[src/rtl/inst_fetch.sv]
// Instruction fetch stage: writable program store, PC and a one-entry valid/ready output slot.
// Optional HALT_DETECT_EN: an all-ones word ends the program early instead of being issued.
module inst_fetch #(
  parameter int unsigned INST_W = 8,
  parameter int unsigned DEPTH  = 16,
  parameter int unsigned PC_W   = 4
) (
  input  logic              i_clk,
  input  logic              i_reset,
  input  logic              i_prog_we,
  input  logic [PC_W-1:0]   i_prog_addr,
  input  logic [INST_W-1:0] i_prog_data,
  input  logic [PC_W:0]     i_prog_len,
  input  logic              i_start,
  input  logic              i_redirect,
  input  logic [PC_W-1:0]   i_redirect_pc,
  output logic              o_inst_valid,
  input  logic              i_inst_ready,
  output logic [INST_W-1:0] o_inst_out,
  output logic [PC_W-1:0]   o_pc_out,
  output logic              o_busy,
  output logic              o_done
);

  typedef enum logic [1:0] {StIdle, StRun, StDrain, StDone} state_e;

  localparam logic [PC_W:0] LenMax = (PC_W+1)'(DEPTH);

  state_e              r_state, w_state_next;
  logic [INST_W-1:0]   r_mem [DEPTH];
  logic [PC_W:0]       r_pc, w_pc_next;
  logic [PC_W:0]       r_len, w_len_next;
  logic [INST_W-1:0]   r_inst, w_inst_next;
  logic [PC_W-1:0]     r_pc_out, w_pc_out_next;
  logic                r_valid, w_valid_next;
  logic                w_slot_free;
  logic                w_halt;
  logic [INST_W-1:0]   w_fetch_word;

  assign w_slot_free  = !r_valid || i_inst_ready;
  // pc < len <= DEPTH whenever the word is used, so the low bits always index in range
  assign w_fetch_word = r_mem[r_pc[PC_W-1:0]];

`ifdef HALT_DETECT_EN
  assign w_halt = (w_fetch_word == {INST_W{1'b1}});
`else
  assign w_halt = 1'b0;
`endif

  // Store is deliberately left out of reset; reset still blocks writes.
  always_ff @(posedge i_clk) begin
    if (!i_reset && i_prog_we && (r_state == StIdle)) begin
      r_mem[i_prog_addr] <= i_prog_data;
    end
  end

  always_ff @(posedge i_clk) begin
    if (i_reset) begin
      r_state  <= StIdle;
      r_pc     <= '0;
      r_len    <= '0;
      r_inst   <= '0;
      r_pc_out <= '0;
      r_valid  <= 1'b0;
    end else begin
      r_state  <= w_state_next;
      r_pc     <= w_pc_next;
      r_len    <= w_len_next;
      r_inst   <= w_inst_next;
      r_pc_out <= w_pc_out_next;
      r_valid  <= w_valid_next;
    end
  end

  always_comb begin
    w_state_next  = r_state;
    w_pc_next     = r_pc;
    w_len_next    = r_len;
    w_inst_next   = r_inst;
    w_pc_out_next = r_pc_out;
    w_valid_next  = r_valid;
    unique case (r_state)
      StIdle: begin
        if (i_start) begin
          w_pc_next    = '0;
          w_len_next   = (i_prog_len > LenMax) ? LenMax : i_prog_len;
          w_state_next = StRun;
        end
      end
      StRun: begin
        if (i_redirect) begin
          // An accepted word is already gone; an unaccepted one is flushed here.
          w_pc_next    = {1'b0, i_redirect_pc};
          w_valid_next = 1'b0;
        end else if (r_pc >= r_len) begin
          w_state_next = StDrain;
          if (w_slot_free) begin
            w_valid_next = 1'b0;
          end
        end else if (w_slot_free) begin
          if (w_halt) begin
            w_valid_next = 1'b0;
            w_state_next = StDrain;
          end else begin
            w_inst_next   = w_fetch_word;
            w_pc_out_next = r_pc[PC_W-1:0];
            w_valid_next  = 1'b1;
            w_pc_next     = r_pc + (PC_W+1)'(1);
          end
        end
      end
      StDrain: begin
        if (i_redirect) begin
          w_pc_next    = {1'b0, i_redirect_pc};
          w_valid_next = 1'b0;
          w_state_next = StRun;
        end else if (w_slot_free) begin
          w_valid_next = 1'b0;
          w_state_next = StDone;
        end
      end
      StDone: begin
        w_state_next = StIdle;
      end
      default: begin
        w_state_next = StIdle;
      end
    endcase
  end

  assign o_inst_valid = r_valid;
  assign o_inst_out   = r_inst;
  assign o_pc_out     = r_pc_out;
  assign o_busy       = (r_state == StRun) || (r_state == StDrain);
  assign o_done       = (r_state == StDone);

endmodule

[config.mk]
export PLATFORM = sky130hd
export DESIGN_NAME = inst_fetch
export DESIGN_NICKNAME = d
export VERILOG_FILES = /design/src/rtl/inst_fetch.sv
export SDC_FILE = /design/constraint.sdc
export NUM_CORES = 1
export LEC_CHECK = 0
export BUFFER_PORTS_ARGS = -buffer_cell sky130_fd_sc_hd__buf_2
export CAP_MARGIN = 15
export CORE_UTILIZATION = 57
export CTS_CLUSTER_DIAMETER = 120
export DETAILED_ROUTE_END_ITERATION = 8
export MAX_ROUTING_LAYER = met4
export PLACE_DENSITY = 0.84
export SETUP_SLACK_MARGIN = 0.5
export SLEW_MARGIN = 20
export SYNTH_ARGS = -nofsm -noshare
export SYNTH_HDL_FRONTEND = slang
export SYNTH_SLANG_ARGS = --single-unit
[constraint.sdc]
create_clock -name i_clk -period 3.1 [get_ports i_clk]
set_input_delay 0.31 -clock i_clk [delete_from_list [all_inputs] [get_ports i_clk]]
set_output_delay 0.31 -clock i_clk [all_outputs]
set_load 0.005 [all_outputs]
* Word-level counts from Yosys, hierarchy flattened
Memory sizes are Yosys's and may differ from the RTL's. A register that Yosys moved wholly into a read port is not among the register bits.
Cells that the tools add are included.
** Storage, ports and cells
- Bits in registers :: 17
- Bits in latches :: 0
- RAM bits :: 128
- ROM bits :: 0
- Input port bits :: 27
- Output and inout port bits :: 15
- Word-level logic and storage cells :: 57
- Memories :: 1
** Memories
- r_mem :: words 16, width 8, read ports 1, clocked after Yosys merged registers in 1, write ports 1, line 30 : logic [INST_W-1:0] r_mem [DEPTH];
** Cells by class
- Add/sub/neg operators :: 1
- Multipliers :: 0
- Divide/modulo/power cells :: 0
- Magnitude comparators :: 2
- Equality and inequality tests :: 11
- Shifts and indexed selects :: 0
- Mux-type cells :: 21
- Bitwise logic cells :: 2
- Reductions and logical operators :: 14
** Operator list (count)
- $mux W5 :: 6
- $pmux W5 S3 :: 1
- $mux W2 :: 5
- $ne A3 B3 Y1 const B :: 3
- $ne A2 B2 Y1 const B :: 4
- $pmux W2 S4 :: 1
- $reduce_and A4 Y1 :: 2
- $mux W1 :: 7
- $add A5 B1 Y5 const B :: 1
- $ge A5 B5 Y1 :: 1
- $gt A5 B5 Y1 const B :: 1
- $reduce_and A5 Y1 :: 1
- $eq A2 B2 Y1 const B :: 2
- $ne A4 B4 Y1 const B :: 1
- $reduce_and A2 Y1 :: 2
- $reduce_bool A3 Y1 :: 1
- $eq A2 B1 Y1 const B :: 1
- $logic_and A1 B1 Y1 :: 2
- $logic_not A1 Y1 :: 2
- $logic_not A2 Y1 :: 1
- $logic_or A1 B1 Y1 :: 2
- $not A1 Y1 :: 2
- $pmux W1 S2 :: 1
- $reduce_bool A2 Y1 :: 1

* Longest topological paths before layout
Gate-level depths: netlist (run 1).
- Depth after elaboration :: 6
- Mapped depth :: 9
- Gate-level depth less buffers :: 7

* Worst setup path before layout (run 1)
OpenSTA, ideal clock, no wires.
- Kind :: reg-to-reg
- From :: reg r_state[0]
- To :: mem r_mem[0][0] (enable)
- Library setup time :: 0.383 ns
- Arrival time :: 1.858 ns
- Data required time :: 2.717 ns
- Slack :: 0.859 ns
- Cell stages (with the launch flop) :: 7
- Path buffers :: 0
- Period minus slack after synthesis :: 2.241 ns
- Cell sequence :: dfxtp_1 -> inv_1 -> ha_1 -> nand2_1 -> or2_1 -> or3_1 -> nor3_1
** Between the ends
- Word-level cells in the longest chain between the ends :: 4
** Ends and longest elaborated chain
- start: declaration :: line 29 : state_e r_state, w_state_next;
- start signal: assignment :: line 59 : r_state <= StIdle;
- start signal: assignment :: line 66 : r_state <= w_state_next;
- $logic_not A2 Y1 :: line 52 : if (!i_reset && i_prog_we && (r_state == StIdle)) begin
- $logic_and A1 B1 Y1 :: line 52
- $mux W1 :: line 52
- $mux W1 (implied by the code) :: line 53 : r_mem[i_prog_addr] <= i_prog_data;
- end: declaration :: line 30
No other way between the ends.

* Worst setup path after layout (run 1)
- From :: reg r_state[0]
- To :: mem r_mem[12][5] (enable)
The elaborated chain is that of the path after synthesis.

==> results of run 1 <==
power by group through the flow:
stage | Sequential, µW | Clock [µW] | Combinational (µW)
2_1_floorplan | 2350 | 0 | 472
3_3_place_gp | 2360 | 0 | 627
3_5_place_dp | 2370 | 0 | 651
4_1_cts | 2330 | 1990 | 664
5_1_grt | 2340 | 2060 | 724
6_report | 2330 | 1980 | 672
timing repair:
action | 4_1_cts | 5_1_grt
setup endpoints to repair | 9 | 36
setup buffers | 0 | 0
gates resized for setup | 1 | 2
pin swaps | 0 | 0
synth_stat cells, drive strengths merged, types with 11 or more instances:
cell,instances
edfxtp,128
nand2b,16
nor2,28
nand2,12
buf,12
a21oi,12
mux4,30
ha,11
nand3,11
dfxtp,25
registers in the layout, summed over array words and instances (netlist names):
| name | cells |
|---|---|
| r_len | 5 |
| r_state | 2 |
| r_pc | 5 |
| r_mem | 128 |
| o_inst_valid | 1 |
| o_inst_out | 8 |
| o_pc_out | 4 |
how the worst max path moves through the flow:
stage | from | end | slack, ns | cells past startpoint
detailed placement | r_pc[0]$_SDFFE_PP0P_ | o_inst_out[6]$_SDFFE_PP0P_ | 0.40 | 7
floorplan | r_state[0]$_SDFFE_PP0P_ | r_mem[0][0]$_DFFE_PP_ | 0.86 | 6
global route | r_state[0]$_SDFFE_PP0P_ | r_mem[8][7]$_DFFE_PP_ | 0.41 | 6
CTS | r_state[1]$_SDFFE_PP0P_ | r_mem[4][2]$_DFFE_PP_ | 0.52 | 6
global placement | r_pc[0]$_SDFFE_PP0P_ | o_inst_out[2]$_SDFFE_PP0P_ | 0.54 | 7
finish | r_state[0]$_SDFFE_PP0P_ | r_mem[12][5]$_DFFE_PP_ | 0.52 | 6
kinds of logic after synthesis:
kind of cell             Yosys count  share of synthesized area [%]
adder cells (fa/ha/maj)           11                           2.16
XOR/XNOR                           2                          0.274
AND/OR/NAND/NOR                   91                           7.15
multiplexers                      39                           13.1
flip-flops                       153                           68.1
AO/OA/AOI/OAI                     61                           6.98
buffers and inverters             27                           2.31
worst reg2reg max path: cells and delay by family, from the launching register on:
kind          cells  cell delay, ns
simple gates      4            1.49
flops             1            0.35
fa+ha+maj         1            0.23
buf+inv           1            0.14
metal layers:
layer	vias to the layer above	routed length, µm
met4	0	378
li1	1659	-
met2	167	6500
met1	1816	5520
met5	-	0
met3	35	870
through the flow:
step | util [%] | instance area [µm²] | setup WS, ns | total power (µW)
2_1_floorplan | - | 6380 | 0.859 | 2820
3_3_place_gp | 62.0 | 6750 | 0.536 | 2990
3_5_place_dp | 62.0 | 6750 | 0.402 | 3020
4_1_cts | 67.2 | 7320 | 0.516 | 4980
5_1_grt | 67.2 | 7320 | 0.407 | 5120
6_report | 67.2 | 7320 | 0.523 | 4980
cell type report:
type | count | area (µm²)
Sequential cell | 153 | 4350
Fill cell | 672 | 3570
Multi-Input combinational cell | 204 | 1900
Clock buffer | 17 | 414
Timing Repair Buffer | 55 | 310
Tap cell | 140 | 175
Clock inverter | 15 | 151
Inverter | 7 | 26.3
==> summary.md, run 1 <==
| Metric | Value |
|---|---|
| Hold/Removal Path Class | input port to register |
| Yosys warning count | 0 |
| Busiest grt layer | met2 |
| # diodes | 0 |
| Hold Startpoint | i_start |
| First-pass GRT wire length | 20.5 mm |
| Fin Clk Skew | 0.00909 ns |
| Final TNS setup | 0 ns |
| Most common cell after layout, fill and taps aside | edfxtp_1 |
| Int Power | 3690 µW |
| Final max-slew violation count | 0 |
| Main area contributors after synthesis | edfxtp_1, dfxtp_1, mux4_1 |
| FF-to-FF Start | r_state[0]$_SDFFE_PP0P_ |
| # hold bufs at CTS | 0 |
| Die width | 108 µm |
| RSZ-0062 raised after global routing | yes |
| Crit-path slowest cell | nor2_1 |
| Placed cell count | 559 |
| Starting Density | roughly three fifths |
| Post-Syn Instances | 384 |
| WHS Endpoint | r_len[4]$_SDFFE_PP0P_ |
| Worst-path cell chain | inv_1 > ha_1 > nand2_1 > or2_1 > or3_1 > nor2_1 |
| Max Buffers Root-to-Sink | 2 |
| Row count | 38 |
| Number of global-route vias before repair | ~3700 |
| CP Capture Type | register |
| CP Class | register to register |
| Final min period | 2.58 ns |
| Die ar. | 11600 µm² |
| Reg2reg path depth | 6 |
| Antenna viol nets, final | 0 |
| EDFF count, synth | 128 |
| Worst Tran Pin Value | 0.793 ns |
| Top-area cell type share of the netlist area | between 60% and 70% |
| Clock share of power | 39.7% |
| Status | complete, no violations |
| GR Overflow Total | 0 |
| Sink Count | 153 |
| Pleak | between 0.002 and 0.003 µW |
| # nets final | 476 |
| Worst EP required | around 3.3 ns |
| CTS tree | done |
| Drt total wl | ~13 mm |
| Top_reg_cell synth | edfxtp_1 |
| Commonest non-fill, non-tap cells in the layout | edfxtp_1, buf_2, nor2_1 |
| Area grow syn2layout | 14.7% |
| CP delay by family, top | simple AND/OR/NAND/NOR gates |
| Initial antenna violation count | 0 |
| Fraction of registers with async set or reset after synthesis | 0% |
| Peak VDD IR | 0.000549 V |
| Largest net degree at the start of global routing | 38 |
| Slew margin rel. | 47.0% |
| Slowest cell delay on critical path | between 0.6 and 0.7 ns |
| Core area | approximately 11000 µm² |
| Launching element type of the critical path | register |
| H-tree Lvls | 4 |
| Area leader, netlist | edfxtp_1 |
| WHS | between 0.07 and 0.08 ns |
| Routed len/inst | ~22 µm |
| Skew-Pair Late Insertion Delay | between 0.5 and 0.6 ns |
| CTS buffer count | 17 |
| Sequential element share of the synthesized area | 68.1% |
| Hold Vio Cnt, Final | 0 |
| Met1 Usage GRT | 33.3% |
| Non-Filler Instances | between 500 and 600 |
| Syn Std Cell Area | 6380 µm² |
| Cell Pwr Density | 680 nW/µm² |
| Top-Level Pins | 42 |
| DRT iter0 DRCs | 387 |
| Clock transition at path regs | 0.07 ns |
| Net Count, Synth | 422 |
| GR met2 Demand/Resource | 40.5% |
| Sw Share | 25.9% |
| Post-Syn Area per Cell | around 17 µm² |
| End of the worst register-to-register path | r_mem[12][5]$_DFFE_PP_ |
| Cell variety after synth | 47 |
| Number of synthesized register bits | 153 |
| Die height | ~110 µm |
| Final Cycle Share | between 80% and 90% |
| Arrival @ worst endpoint | 2.74 ns |
| Post-DP HPWL | 8.39 mm |
| Max Cap Viol | 0 |
| Buf/Inv on CP | 1 |
| R2R Setup Slk | approximately 0.52 ns |
| First-pass DRT Iterations | 5 |
| Hold Path Depth | 3 |
| Logic gate share of total power | 13.5% |
| Routing usage on met3 | 4.66% |
| Flop pwr share | 46.8% |
| Max Clk Rate | 0.388 GHz |
| Gpl congestion | 0.824 |
| Root Driver | clkbuf_8 |
| I/O Buffers | 41 |
| Max FO, Critical Path | 8 |
| Total GRT Usage | 26.0% |
| Final number of setup-violating endpoints | 0 |
| Layout cells sized above 1 | 23.7% |
| DRC Markers | 0 |
| Vias | 3677 |
| DR vias/cell | 6.22 |
| Psw | 1290 µW |
Note: power is estimated with default switching activity, not from simulation.
==> inputs of run 2 (changes only) <==
clock period = 2.6 ns   (was 3.1 ns; I/O delays follow)
==> summary.md, run 2 (synthesis results as in run 1) <==
| Metric | Value |
|---|---|
| Status | complete, no violations |
| Max Cap Viol | 0 |
| Peak VDD IR | 0.000646 V |
| Sink Count | between 150 and 200 |
| Final TNS setup | 0 ns |
| First-pass DRT Iterations | 5 |
| Slowest cell delay on critical path | about 0.59 ns |
| Die height | 108 µm |
| DRT iter0 DRCs | 529 |
| Gpl congestion | 0.930 |
| Pleak | 0.00264 µW |
| Hold Vio Cnt, Final | 0 |
| CP Class | register to register |
| Sw Share | 24.9% |
| Max Clk Rate | 0.494 GHz |
| Drt total wl | 14.6 mm |
| # diodes | 0 |
| Most common cell after layout, fill and taps aside | edfxtp_1 |
| Post-DP HPWL | 9.00 mm |
| Worst setup margin | between 0.5 and 0.6 ns |
| RSZ-0062 raised after global routing | no |
| Starting Density | 58.6% |
| DRC Markers | 0 |
| Total GRT Usage | a little over a quarter |
| Placed cell area | roughly 7000 µm² |
| Worst EP required | around 3.0 ns |
| Max FO, Critical Path | 13 |
| CTS buffer count | 17 |
| Total power | 6320 µW |
| Routed len/inst | roughly 24 µm |
| Commonest non-fill, non-tap cells in the layout | edfxtp_1, buf_2, nor2_1 |
| Fin Clk Skew | around 0.011 ns |
| Clock share of power | a little over two fifths |
| Crit-path slowest cell | mux4_1 |
| Launching element type of the critical path | register |
| Initial antenna violation count | 0 |
| Vias | 3892 |
| Root Driver | clkbuf_8 |
| Core area | 10900 µm² |
| Psw | 1570 µW |
| Final Cycle Share | 77.9% |
| Antenna viol nets, final | 0 |
| Slew margin rel. | a little under half |
| Number of global-route vias before repair | 3815 |
| Int Power | 4750 µW |
| Hold/Removal Path Class | input port to register |
| H-tree Lvls | 4 |
| First-pass GRT wire length | 21.5 mm |
| Logic gate share of total power | 13.8% |
| Setup WS pre-CTS | approximately 0.25 ns |
| Final max-slew violation count | 0 |
| Row count | 38 |
| CP Capture Type | register |
| Max Buffers Root-to-Sink | 2 |
| Worst-path cell chain | buf_12 > mux4_1 > a22o_1 > a221oi_4 > o22ai_1 |
| Flop pwr share | 43.7% |
| DR vias/cell | 6.44 |
| Area grow syn2layout | 19.0% |
| Die width | ~110 µm |
| # hold bufs at CTS | 0 |
| I/O Buffers | 41 |
| CTS tree | done |
| Clock transition at path regs | about 0.060 ns |
| Final min period | 2.03 ns |
| GR Overflow Total | 0 |
| Final number of setup-violating endpoints | 0 |
| Worst Tran Pin Value | roughly 0.8 ns |
| Number of flip-flops in the largest register | 128 |
| Biggest register | r_mem |
| Fillers | roughly 660 |
| Largest net degree at the start of global routing | 38 |
| Skew-Pair Late Insertion Delay | 0.53 ns |
| Cell Pwr Density | 832 nW/µm² |
| Top-Level Pins | 42 |
| Arrival @ worst endpoint | about 2.4 ns |
| Die ar. | 11600 µm² |
| Final Cell Area | approximately 7600 µm² |
| Layout cells sized above 1 | between 20% and 30% |
| # nets final | 489 |
run 2: worst paths after layout:
| kind | start | end | slack [ns] | cells after the start |
|---|---|---|---|---|
| max | r_pc[1]$_SDFFE_PP0P_ | o_inst_out[7]$_SDFFE_PP0P_ | 0.57 | 5 |
| min | i_start | r_len[4]$_SDFFE_PP0P_ | 0.03 | 3 |
| max reg2reg | r_pc[1]$_SDFFE_PP0P_ | o_inst_out[7]$_SDFFE_PP0P_ | 0.57 | 5 |
| min reg2reg | r_len[4]$_SDFFE_PP0P_ | r_len[4]$_SDFFE_PP0P_ | 0.48 | 2 |
run 2: cell type report:
class                           count  area (µm²)  share of cell area (%)
Clock inverter                     15         240                    3.16
Sequential cell                   153        4350                    57.2
Timing Repair Buffer               68         453                    5.96
Tap cell                          140         175                    2.31
Multi-Input combinational cell    204        1940                    25.6
Inverter                            7        26.3                   0.346
Clock buffer                       17         414                    5.45
run 2: per-stage QoR:
stage / hold slack, ns / cells / utilization, %
detailed placement: 0.459 / 568 / 62.8
global route: 0.0158 / 604 / 69.8
floorplan: 0.359 / 384 / -
finish: 0.0343 / 604 / 69.8
global placement: 0.446 / 568 / 62.8
CTS: 0.00779 / 602 / 69.4
run 2: critical path: cells and delay by family (launching register included):
family / cells / cell delay [ns]
DFF: 1 / 0.43
muxes: 1 / 0.59
AOI/OAI and AO/OA: 3 / 0.68
buffers and inverters: 1 / 0.18
run 2: power by group through the flow:
stage	combinational (µW)	clock, µW	sequential (µW)
after floorplan	568	0	2800
after global placement	783	0	2810
after detailed placement	813	0	2810
after CTS	834	2720	2760
after global routing	942	2820	2770
final	871	2690	2760
run 2: per-layer routing:
layer | vias up | global-route usage [%] | wire length, µm
met4 | 0 | 11.4 | 205
li1 | 1684 | - | -
met1 | 1952 | 34.8 | 5800
met5 | - | - | 0
met3 | 16 | 5.87 | 1300
met2 | 240 | 43.2 | 7250
run 2: repair_timing:
action / 4_1_cts / 5_1_grt
pin swaps: 2 / 1
buffers inserted: 2 / 2
endpoints found under the setup margin: 16 / 46
gates resized for setup: 4 / 7
